**config.mk**
```make
export PLATFORM = sky130hd
export DESIGN_NAME = datapath_arbiter_flat
export DESIGN_NICKNAME = d
export VERILOG_FILES = /design/src/rtl/datapath_arbiter_if.sv /design/src/rtl/datapath_arbiter.sv /design/src/flat_wrapper.sv
export SDC_FILE = /design/constraint.sdc
export NUM_CORES = 1
export LEC_CHECK = 0
export ABC_AREA = 1
export CAP_MARGIN = 20
export CORE_MARGIN = 8
export CORE_UTILIZATION = 30
export CTS_CLUSTER_SIZE = 10
export DETAILED_ROUTE_END_ITERATION = 8
export HOLD_SLACK_MARGIN = 0.06
export PLACE_DENSITY = 0.78
export SLEW_MARGIN = 20
export SYNTH_ARGS = -nofsm -noshare
export SYNTH_HDL_FRONTEND = slang
export SYNTH_SLANG_ARGS = --single-unit
```
**constraint.sdc**
```tcl
create_clock -name clk -period 1.71 [get_ports clk]
set_input_delay 0.513 -clock clk [delete_from_list [all_inputs] [get_ports clk]]
set_output_delay 0.513 -clock clk [all_outputs]
set_load 0.01 [all_outputs]
```
**src/rtl/datapath_arbiter_if.sv**
```systemverilog
// Bus between the sequencing requesters (master) and datapath_arbiter (slave):
// per-requester request/release/select lanes in, the muxed datapath command out.
interface datapath_arbiter_if #(
  parameter int NREQ          = 2,
  parameter int SELECTIONDECO = 3,
  parameter int SELECTIONALU  = 3
);
  // Handshake: requester i holds req[i] high to ask for the datapath. gnt (one-hot,
  // registered) names the owner. The owner ends ownership by pulsing rel[i] or by
  // dropping req[i]. rel from any requester that is not the owner has no effect.
  logic [NREQ-1:0]               req;
  logic [NREQ-1:0]               rel;
  logic [NREQ*SELECTIONDECO-1:0] reqSelDecoA;
  logic [NREQ*SELECTIONDECO-1:0] reqSelDecoB;
  logic [NREQ*SELECTIONDECO-1:0] reqSelDecoC;
  logic [NREQ*SELECTIONALU-1:0]  reqSelAlu;
  logic [NREQ-1:0]               gnt;
  logic [SELECTIONDECO-1:0]      sSelDecoA;
  logic [SELECTIONDECO-1:0]      sSelDecoB;
  logic [SELECTIONDECO-1:0]      sSelDecoC;
  logic [SELECTIONALU-1:0]       sSelAlu;
  logic [1:0]                    owner;
  logic                          busy;
  logic                          timeout;
  // Debug view: dbg_state 0=IDLE 1=GRANT 2=OWN 3=DRAIN; dbg_ptr is the round-robin pointer.
  logic [1:0]                    dbg_state;
  logic [1:0]                    dbg_ptr;

  modport master (
    output req, rel, reqSelDecoA, reqSelDecoB, reqSelDecoC, reqSelAlu,
    input  gnt, sSelDecoA, sSelDecoB, sSelDecoC, sSelAlu, owner, busy, timeout,
           dbg_state, dbg_ptr
  );

  modport slave (
    input  req, rel, reqSelDecoA, reqSelDecoB, reqSelDecoC, reqSelAlu,
    output gnt, sSelDecoA, sSelDecoB, sSelDecoC, sSelAlu, owner, busy, timeout,
           dbg_state, dbg_ptr
  );
endinterface

```
**src/rtl/datapath_arbiter.sv**
```systemverilog
// Round-robin owner arbitration of the register-file/ALU datapath among NREQ sequencers.
// Optional watchdog revoke is compiled in with `define DATAPATH_ARBITER_WATCHDOG_EN.
module datapath_arbiter #(
  parameter int NREQ          = 2,
  parameter int SELECTIONDECO = 3,
  parameter int SELECTIONALU  = 3,
  parameter int TIMEOUT       = 64
) (
  input  logic              clk,
  input  logic              lowRst,
  datapath_arbiter_if.slave bus
);
  typedef enum logic [1:0] {IDLE = 2'd0, GRANT = 2'd1, OWN = 2'd2, DRAIN = 2'd3} state_t;

  if (NREQ < 2 || NREQ > 4 || TIMEOUT < 2) begin : g_bad_param
    $error("datapath_arbiter: NREQ must be 2..4 and TIMEOUT at least 2");
  end

  state_t                   state, state_n;
  logic [NREQ-1:0]          gnt_q, gnt_n;
  logic [1:0]               owner_q, owner_n;
  logic [1:0]               ptr_q, ptr_n;
  logic                     timeout_q, timeout_n;
  logic [NREQ-1:0]          elig;
  logic                     wd_expire;
  logic                     own_req, own_rel;
  logic                     found;
  logic [1:0]               winner;
  int                       idx;
  logic [SELECTIONDECO-1:0] sel_a, sel_b, sel_c;
  logic [SELECTIONALU-1:0]  sel_alu;

  always_comb begin
    own_req = 1'b0;
    own_rel = 1'b0;
    for (int i = 0; i < NREQ; i++) begin
      if (owner_q == 2'(i)) begin
        own_req = bus.req[i];
        own_rel = bus.rel[i];
      end
    end
  end

  // First eligible requester at or above ptr, wrapping at NREQ rather than 4.
  always_comb begin
    found  = 1'b0;
    winner = 2'd0;
    idx    = 0;
    for (int k = 0; k < NREQ; k++) begin
      idx = int'(ptr_q) + k;
      if (idx >= NREQ) idx = idx - NREQ;
      for (int j = 0; j < NREQ; j++) begin
        if (!found && j == idx && elig[j]) begin
          found  = 1'b1;
          winner = 2'(j);
        end
      end
    end
  end

  always_comb begin
    state_n   = state;
    gnt_n     = gnt_q;
    owner_n   = owner_q;
    ptr_n     = ptr_q;
    timeout_n = 1'b0;
    unique case (state)
      IDLE: begin
        if (found) begin
          state_n = GRANT;
          gnt_n   = NREQ'(1) << winner;
          owner_n = winner;
        end
      end
      GRANT: state_n = OWN;
      OWN: begin
        // A release wins over a coincident watchdog expiry, so timeout stays low.
        if (own_rel || !own_req) begin
          state_n = DRAIN;
          gnt_n   = '0;
        end else if (wd_expire) begin
          state_n   = DRAIN;
          gnt_n     = '0;
          timeout_n = 1'b1;
        end
      end
      DRAIN: begin
        state_n = IDLE;
        owner_n = 2'd0;
        ptr_n   = (owner_q == 2'(NREQ - 1)) ? 2'd0 : owner_q + 2'd1;
      end
      default: state_n = IDLE;
    endcase
  end

  always_ff @(posedge clk) begin
    if (lowRst) begin
      state     <= IDLE;
      gnt_q     <= '0;
      owner_q   <= 2'd0;
      ptr_q     <= 2'd0;
      timeout_q <= 1'b0;
    end else begin
      state     <= state_n;
      gnt_q     <= gnt_n;
      owner_q   <= owner_n;
      ptr_q     <= ptr_n;
      timeout_q <= timeout_n;
    end
  end

`ifdef DATAPATH_ARBITER_WATCHDOG_EN
  localparam int CW = $clog2(TIMEOUT);
  logic [CW-1:0]   wd_cnt;
  logic [NREQ-1:0] blocked;

  // A revoked requester stays blocked until its req is seen low while IDLE.
  always_ff @(posedge clk) begin
    if (lowRst) begin
      wd_cnt  <= '0;
      blocked <= '0;
    end else begin
      if (state != OWN)              wd_cnt <= '0;
      else if (wd_cnt != {CW{1'b1}}) wd_cnt <= wd_cnt + CW'(1);
      if (state == IDLE) blocked <= blocked & bus.req;
      if (timeout_n)     blocked <= blocked | gnt_q;
    end
  end

  assign wd_expire = (state == OWN) && (wd_cnt == CW'(TIMEOUT - 1));
  assign elig      = bus.req & ~blocked;
`else
  assign wd_expire = 1'b0;
  assign elig      = bus.req;
`endif

  // Outside OWN the datapath sees the safe command: C all-ones writes no register.
  always_comb begin
    sel_a   = '0;
    sel_b   = '0;
    sel_c   = '1;
    sel_alu = '0;
    if (state == OWN) begin
      for (int i = 0; i < NREQ; i++) begin
        if (owner_q == 2'(i)) begin
          sel_a   = bus.reqSelDecoA[i*SELECTIONDECO +: SELECTIONDECO];
          sel_b   = bus.reqSelDecoB[i*SELECTIONDECO +: SELECTIONDECO];
          sel_c   = bus.reqSelDecoC[i*SELECTIONDECO +: SELECTIONDECO];
          sel_alu = bus.reqSelAlu[i*SELECTIONALU +: SELECTIONALU];
        end
      end
    end
  end

  assign bus.sSelDecoA = sel_a;
  assign bus.sSelDecoB = sel_b;
  assign bus.sSelDecoC = sel_c;
  assign bus.sSelAlu   = sel_alu;
  assign bus.gnt       = gnt_q;
  assign bus.owner     = owner_q;
  assign bus.busy      = (state != IDLE);
  assign bus.timeout   = timeout_q;
  assign bus.dbg_state = state;
  assign bus.dbg_ptr   = ptr_q;
endmodule

```
**src/flat_wrapper.sv**
```systemverilog
// flat-port wrapper written by rule: the top's interface ports become plain ports
module datapath_arbiter_flat 
#(
  parameter int NREQ          = 2,
  parameter int SELECTIONDECO = 3,
  parameter int SELECTIONALU  = 3,
  parameter int TIMEOUT       = 64
)
  (clk, lowRst, bus_req, bus_rel, bus_reqSelDecoA, bus_reqSelDecoB, bus_reqSelDecoC, bus_reqSelAlu, bus_gnt, bus_sSelDecoA, bus_sSelDecoB, bus_sSelDecoC, bus_sSelAlu, bus_owner, bus_busy, bus_timeout, bus_dbg_state, bus_dbg_ptr);
  datapath_arbiter_if #(.NREQ(NREQ), .SELECTIONDECO(SELECTIONDECO), .SELECTIONALU(SELECTIONALU)) bus_i ();
  input  logic clk;
  input  logic lowRst;
  input wire logic [$bits(bus_i.req)-1:0] bus_req;
  input wire logic [$bits(bus_i.rel)-1:0] bus_rel;
  input wire logic [$bits(bus_i.reqSelDecoA)-1:0] bus_reqSelDecoA;
  input wire logic [$bits(bus_i.reqSelDecoB)-1:0] bus_reqSelDecoB;
  input wire logic [$bits(bus_i.reqSelDecoC)-1:0] bus_reqSelDecoC;
  input wire logic [$bits(bus_i.reqSelAlu)-1:0] bus_reqSelAlu;
  output wire logic [$bits(bus_i.gnt)-1:0] bus_gnt;
  output wire logic [$bits(bus_i.sSelDecoA)-1:0] bus_sSelDecoA;
  output wire logic [$bits(bus_i.sSelDecoB)-1:0] bus_sSelDecoB;
  output wire logic [$bits(bus_i.sSelDecoC)-1:0] bus_sSelDecoC;
  output wire logic [$bits(bus_i.sSelAlu)-1:0] bus_sSelAlu;
  output wire logic [$bits(bus_i.owner)-1:0] bus_owner;
  output wire logic [$bits(bus_i.busy)-1:0] bus_busy;
  output wire logic [$bits(bus_i.timeout)-1:0] bus_timeout;
  output wire logic [$bits(bus_i.dbg_state)-1:0] bus_dbg_state;
  output wire logic [$bits(bus_i.dbg_ptr)-1:0] bus_dbg_ptr;
  assign bus_i.req = bus_req;
  assign bus_i.rel = bus_rel;
  assign bus_i.reqSelDecoA = bus_reqSelDecoA;
  assign bus_i.reqSelDecoB = bus_reqSelDecoB;
  assign bus_i.reqSelDecoC = bus_reqSelDecoC;
  assign bus_i.reqSelAlu = bus_reqSelAlu;
  assign bus_gnt = bus_i.gnt;
  assign bus_sSelDecoA = bus_i.sSelDecoA;
  assign bus_sSelDecoB = bus_i.sSelDecoB;
  assign bus_sSelDecoC = bus_i.sSelDecoC;
  assign bus_sSelAlu = bus_i.sSelAlu;
  assign bus_owner = bus_i.owner;
  assign bus_busy = bus_i.busy;
  assign bus_timeout = bus_i.timeout;
  assign bus_dbg_state = bus_i.dbg_state;
  assign bus_dbg_ptr = bus_i.dbg_ptr;
  datapath_arbiter #(.NREQ(NREQ), .SELECTIONDECO(SELECTIONDECO), .SELECTIONALU(SELECTIONALU), .TIMEOUT(TIMEOUT)) u_core (.clk(clk), .lowRst(lowRst), .bus(bus_i));
endmodule
```
==> results of run 1 <==
[worst paths after layout]
| kind | from | end | slack, ns |
|---|---|---|---|
| worst max-delay path | u_core.bus.dbg_state[0] | bus_sSelDecoA[1] | 0.02 |
| worst min-delay path | u_core.bus.gnt[1] | u_core.bus.gnt[1] | 0.51 |
| worst max register to register | u_core.bus.dbg_state[0] | u_core.bus.gnt[0] | 0.28 |
| worst min register to register | u_core.bus.gnt[1] | u_core.bus.gnt[1] | 0.51 |
[layout make-up]
type / count / area [sq um]
multi-input cells: 77 / 405
fillers: 200 / 736
clock buffers: 3 / 22.5
well taps: 27 / 33.8
inverters: 13 / 48.8
repair buffers: 62 / 509
flip-flops and latches: 6 / 126
[critical path: cells and delay by family (launching register included)]
kind	cells	cell delay, ns
simple gates	1	0.06
flops	1	0.33
fa+ha+maj	1	0.15
buf+inv	3	0.30
compound gates	1	0.08
[stage by stage]
| stage | area (sq um) | hold slack [ns] | setup TNS, ns |
|---|---|---|---|
| 2_1_floorplan | 582 | 0.519 | 0 |
| 3_3_place_gp | 1130 | 0.501 | -5.77 |
| 5_1_grt | 1150 | 0.562 | -0.295 |
| 3_5_place_dp | 1130 | 0.511 | -6.01 |
| 4_1_cts | 1100 | 0.517 | -0.0998 |
| 6_report | 1150 | 0.514 | 0 |
[power by group]
group | internal [mW] | total, mW | switching, mW
Sequential | 0.214 | 0.265 | 0.0506
Clock | 0.0793 | 0.130 | 0.0504
Combinational | 0.561 | 1.14 | 0.575
Total | 0.855 | 1.53 | 0.676
[kinds of logic (layout without fill, tap and decap cells)]
kind of cell	Yosys count	count (layout)	synth area share
buf+inv	19	78	0.150
flops	6	6	0.209
fa+ha+maj	4	4	0.0871
simple gates	55	55	0.412
other cells	1	3	0.00653
compound gates	15	15	0.135
[synth_stat cells]
master    instances  area share
inv_2             1      0.0065
nand2_1          19        0.12
nor2_1           24        0.16
nand3_1           6       0.052
conb_1            1      0.0065
a21oi_1           3       0.026
nand4_1           2       0.022
o21ai_0          10       0.087
buf_4             3       0.039
ha_1              4       0.087
a211oi_1          1       0.013
inv_1            12       0.078
buf_2             3       0.026
nand3_2           2       0.035
o21ai_1           1      0.0087
dfxtp_1           6        0.21
nand2_2           2       0.022
[metal layers]
| metal | GRT usage | up-vias | wire length (um) | part of all wire |
|---|---|---|---|---|
| met2 | 0.226 | 38 | 1050 | 0.47 |
| met5 | 0 | - | 0 | 0 |
| met4 | 0.0102 | 0 | 0 | 0 |
| met1 | 0.137 | 369 | 911 | 0.41 |
| met3 | 0.0688 | 0 | 280 | 0.12 |
| li1 | - | 430 | - | - |
[what timing repair did]
item / 4_1_cts / 5_1_grt
setup endpoints to repair: 16 / 11
buffers inserted: 3 / 1
pin swaps: 10 / 6
gates resized for setup: 94 / 13
[layout by cell type (no fill, tap or decap)]
cell             netlist  final
buf_6                  0      3
o21ai_0               10      1
buf_4                  3     11
o21ai_1                1      6
nand2_1               19     19
o21ai_2                0      4
inv_2                  1      2
dlygate4sd2_1          0     24
dlymetal6s2s_1         0      3
nand4_1                2      2
nor2_1                24     24
clkdlybuf4s50_1        0      7
ha_2                   0      1
a211oi_1               1      1
nand3_2                2      2
clkdlybuf4s15_1        0      1
ha_1                   4      2
dfxtp_2                0      2
conb_1                 1      3
nand3_1                6      6
ha_4                   0      1
nand2_2                2      2
dfxtp_4                0      1
inv_1                 12     11
clkbuf_4               0      3
buf_2                  3     13
a21oi_1                3      3
dfxtp_1                6      3
[state kept, by name (all words and copies together) (netlist names)]
register	flops
u_core.bus.dbg_ptr	1
u_core.bus.dbg_state	2
u_core.bus.gnt	2
u_core.bus.owner	1
==> impl_results.rst, run 1 <==
.. list-table::
   :header-rows: 1

   * - Metric
     - Value
   * - Area Growth Syn to Fin
     - 99.6%
   * - Biggest fanout along the worst timing path
     - 6
   * - Maximum VDD drop
     - 0.000982 V
   * - Core Footprint
     - roughly 1900 sq um
   * - Total via count after detailed routing
     - 837
   * - Synthesized flop and latch total
     - 6
   * - Hold bufs inserted after CTS
     - 0
   * - Share of the core filled with cells
     - 0.609
   * - Setup skew after layout
     - ~0.0034 ns
   * - First-pass GRT wire length
     - approximately 3600 um
   * - DIE AREA
     - 3570 sq um
   * - Sequence of cells on the critical path
     - inv_2 > ha_4 > buf_6 > o21ai_1 > nor2_1 > buf_2
   * - TritonCTS clock tree
     - done
   * - Required time at the worst-slack endpoint
     - 1.20 ns
   * - Post-route insts no fill
     - around 190
   * - Number of pins exceeding their max-slew limit in the final report
     - 0
   * - Instance count along the most critical hold path
     - 4
   * - RD Place Congestion
     - approximately 0.87
   * - Clock network latency to the later pin of the worst-skew pair
     - about 0.24 ns
   * - Remaining number of nets flagged by the antenna check after routing
     - 0
   * - Netlist cell types
     - 17
   * - Number of nets in the layout
     - around 200
   * - Via count of the first global-routing pass
     - between 700 and 800
   * - Netlist area before placement
     - roughly 570 sq um
   * - Period utilisation layout
     - 0.987
   * - Pin count of the biggest net entering global routing
     - 14
   * - Clock sink total
     - 6
   * - Diode count
     - 0
   * - Number of search-and-repair iterations in the first detailed-routing pass
     - 4
   * - Max stage delay cell, worst path
     - dfxtp_2
   * - Number of hold violations in the final report
     - 0
   * - Post-synthesis average cell area
     - 5.74 sq um
   * - Initial drt markers
     - 24
   * - Width of the chip
     - approximately 60 um
   * - DR WL/cell
     - approximately 12 um
   * - Shortest clock period the worst path allows after layout
     - about 1.7 ns
   * - Overall Power
     - about 1.5 mW
   * - Launching element type of the critical path
     - flip-flop
   * - Count of standard-cell rows
     - 16
   * - Largest incremental delay on the critical path
     - approximately 0.33 ns
   * - Post-DR vias/cell
     - 4.45
   * - Outcome
     - complete, no violations
   * - Setup crit end kind
     - output port
   * - Register clock-pin slew on the reported worst setup and hold paths
     - approximately 0.050 ns
   * - Layout cells sized above 1
     - 0.280
   * - Worst hold path type
     - flip-flop to flip-flop
   * - Post-Place Setup Slack
     - -0.533 ns
   * - F_max
     - roughly 600 MHz
   * - Number of cells in the design after placement
     - 181
   * - Number of cells on the worst reg-to-reg path
     - 11
   * - Unrepaired setup endpoints after global routing
     - true
   * - Initial antenna violation count
     - 0
   * - Maximum level of the CTS H-tree
     - 1
   * - Post-route DRC
     - 0
   * - Total half-perimeter wirelength after legalization and detailed placement
     - between 1500 and 2000 um
   * - Sequential-to-total area share from yosys stat
     - 0.209
   * - Clock Tree Root
     - clkbuf_4
   * - Class of the most critical setup path
     - flip-flop to output port
   * - Bufs on Longest Clock Path
     - 2
   * - Yosys Warn Count
     - 0
   * - Die span in y
     - 59.8 um
   * - Setup-violating endpoint count in the final report
     - 0
   * - Max-cap viol count
     - 0
   * - Worst Path Arrival
     - roughly 1.2 ns
   * - Total power per unit cell area
     - about 1300 nW/um^2
   * - Overflow left after global routing
     - 0
   * - Clock buffers created by TritonCTS
     - 3
   * - Post-synthesis cell count
     - 100
   * - Static leakage power
     - around 0.65 nW
   * - Worst Setup Slack, final
     - 0.0230 ns
   * - Wire length after detailed routing
     - between 2000 and 2500 um
   * - Number of top-level pins
     - between 50 and 60
   * - Initial core utilization
     - 0.305
   * - Port Buffers
     - 48
   * - Combined global-route utilization of all metal layers
     - 0.129
Note: power is estimated with default switching activity, not from simulation.
==> run 2, diff against run 1 <==
CORE_ASPECT_RATIO = 0.7   (was not set)
==> run 2 against run 1 <==
The flow now finishes with violations (setup timing). Clock skew barely moved. Global-route usage rose by 1.5 points. Design area grew 1.3%. Critical path type is now input pin to output port. Highest routed layer is now met4. Sequential share of layout area fell by 0.14 points. Critical path depth shrank 2. Sequential cell count unchanged. Non-clock buffer count up 1. Sequential power is 5% higher. Die area is 0.62% higher. Maximum frequency shrank 3.3%.
==> impl_results.rst, run 2 (synthesis gave the netlist of run 1 again) <==
.. list-table::
   :header-rows: 1

   * - Metric
     - Value
   * - Port Buffers
     - 48 (unchanged)
   * - Number of top-level pins
     - 52 (unchanged)
   * - Number of nets in the layout
     - 198 (+0.51%)
   * - Post-route DRC
     - 0 (unchanged)
   * - Period utilisation layout
     - 1.02 (+0.0340)
   * - Maximum level of the CTS H-tree
     - 1 (unchanged)
   * - Setup crit end kind
     - output port
   * - Initial antenna violation count
     - 0 (unchanged)
   * - Layout cells sized above 1
     - 0.296 (+0.0168)
   * - Worst Path Arrival
     - 1.23 ns (+0.06 ns)
   * - Number of search-and-repair iterations in the first detailed-routing pass
     - 4 (unchanged)
   * - Shortest clock period the worst path allows after layout
     - 1.75 ns (+0.0582 ns)
   * - Final hold slack
     - 0.524 ns (+0.0102 ns)
   * - Number of pins exceeding their max-slew limit in the final report
     - 0 (unchanged)
   * - Unrepaired setup endpoints after global routing
     - true
   * - Max stage delay cell, worst path
     - clkdlybuf4s50_1
   * - F_max
     - 573 MHz (-3.3%)
   * - Max-cap viol count
     - 0 (unchanged)
   * - DIE AREA
     - 3590 sq um (+0.62%)
   * - Bufs on Longest Clock Path
     - 2 (unchanged)
   * - Clock Tree Root
     - clkbuf_4
   * - Share of the core filled with cells
     - 0.632 (+0.0227)
   * - Die span in y
     - 52.6 um (-12%)
   * - First-pass GRT wire length
     - 3860 um (+7.5%)
   * - Pin count of the biggest net entering global routing
     - 14 (unchanged)
   * - Sequence of cells on the critical path
     - clkdlybuf4s50_1 > nor2_1 > nor2_1 > buf_2
   * - Core Footprint
     - 1840 sq um (-2.3%)
   * - Delay-heaviest family, CP
     - buffers and inverters
   * - Worst Setup Slack, final
     - -0.0352 ns (-0.0582 ns)
   * - Combined global-route utilization of all metal layers
     - 0.143 (+0.0146)
   * - Outcome
     - finished with violations
   * - Total via count after detailed routing
     - 818 (-2.3%)
   * - Critical path buffer and inverter count
     - 2 (-1)
   * - Fillers
     - 187 (-6.5%)
   * - Post-DR vias/cell
     - 4.45 (-0.15%)
   * - Via count of the first global-routing pass
     - 774 (-0.64%)
   * - Clock sink total
     - 6 (unchanged)
   * - Maximum VDD drop
     - 0.000922 V (-6.2%)
   * - Hold bufs inserted after CTS
     - 0 (unchanged)
   * - Biggest fanout along the worst timing path
     - 1 (-5)
   * - Register clock-pin slew on the reported worst setup and hold paths
     - 0.05 ns (about the same)
   * - Launching element type of the critical path
     - input pin
   * - Static leakage power
     - 0.668 nW (+2.2%)
   * - Number of hold violations in the final report
     - 0 (unchanged)
   * - Overflow left after global routing
     - 0 (unchanged)
   * - Critical path's most frequent cell
     - nor2_1
   * - Violations in the final reports
     - setup timing
   * - RD Place Congestion
     - 0.820 (-6.0%)
   * - Required time at the worst-slack endpoint
     - 1.20 ns (about the same)
   * - Setup-violating endpoint count in the final report
     - 2 (+2)
   * - Most common cell after layout, fill and taps aside
     - nor2_1
   * - DR WL/cell
     - 13.8 um (+16%)
   * - Clock network latency to the later pin of the worst-skew pair
     - 0.24 ns (about the same)
   * - Uppermost metal layer occupied by signal nets
     - met4
   * - Largest incremental delay on the critical path
     - 0.46 ns (+0.13 ns)
   * - Setup skew after layout
     - 0.00353 ns (+0.000111 ns)
   * - TritonCTS clock tree
     - done
   * - Worst hold path type
     - flip-flop to flip-flop
   * - Total half-perimeter wirelength after legalization and detailed placement
     - 2120 um (+19%)
   * - Initial drt markers
     - 29 (+21%)
   * - Class of the most critical setup path
     - input pin to output port
   * - Detail Route met2 WL
     - 1390 um (+32%)
   * - Remaining number of nets flagged by the antenna check after routing
     - 0 (unchanged)
   * - Diode count
     - 0 (unchanged)
   * - Routed length on met3
     - 145 um (-48%)
   * - Setup TNS
     - -0.0639 ns (-0.0639 ns)
   * - Width of the chip
     - 68.3 um (+14%)
   * - Count of standard-cell rows
     - 13 (-3)
   * - Area Growth Syn to Fin
     - 102%
   * - Routed length on met1
     - 1000 um (+9.8%)
   * - Initial core utilization
     - 0.312 (+0.00727)
   * - Clock buffers created by TritonCTS
     - 3 (unchanged)
   * - Most frequent cells in the layout
     - nor2_1, dlygate4sd2_1, nand2_1, buf_4, buf_2
   * - Total power per unit cell area
     - 1390 nW/um^2 (+4.0%)
   * - Wire length after detailed routing
     - 2550 um (+14%)
-- run 2: area by class of cell --
class / count / area, sq um / share of cell area
clock buffer: 3 / 22.5 / 0.0194
inverter: 13 / 51.3 / 0.0442
multi-input combinational: 77 / 409 / 0.352
sequential: 6 / 126 / 0.109
tap: 22 / 27.5 / 0.0237
timing repair buffer: 63 / 524 / 0.452
-- run 2: stage by stage --
stage | instances | worst slack, ns | instance area, sq um | power (mW)
after floorplan | 102 | 0.0729 | 582 | 0.791
after global placement | 179 | -0.517 | 1150 | 1.40
after detailed placement | 179 | -0.536 | 1150 | 1.45
after CTS | 184 | -0.0582 | 1130 | 1.57
after global routing | 184 | -0.103 | 1160 | 1.75
final | 184 | -0.0352 | 1160 | 1.61
-- run 2: repair_timing --
item	CTS	global route
resized for setup	94	12
setup buffers	2	0
pin swaps	21	10
setup endpoints to repair	16	11
-- run 2: final timing paths --
kind | from | end | slack, ns | depth (start not counted)
setup / recovery | bus_reqSelDecoA[5] | bus_sSelDecoA[2] | -0.04 | 4
hold reg to reg | u_core.bus.owner[0] | u_core.bus.dbg_ptr[0] | 0.52 | 1
setup reg to reg | u_core.bus.dbg_state[1] | u_core.bus.owner[0] | 0.29 | 8
hold / removal | u_core.bus.owner[0] | u_core.bus.dbg_ptr[0] | 0.52 | 1
-- run 2: power breakdown --
part	internal [mW]	switching [mW]	leakage [nW]	total [mW]
Clock	0.0793	0.0499	0.0138	0.129
Combinational	0.592	0.613	0.603	1.21
Sequential	0.215	0.0645	0.0508	0.279
-- run 2: per-layer routing --
layer	track usage	vias to the layer above
li1	-	434
met1	0.154	363
met5	0	-
met4	0.0203	0
met3	0.0513	2
met2	0.267	19
==> run 3, diff against run 2 <==
ABC_CLOCK_PERIOD_IN_PS = 1710   (was not set)
==> results of run 3 <==
Final layout, timing and power as in run 2 (identical DEF).
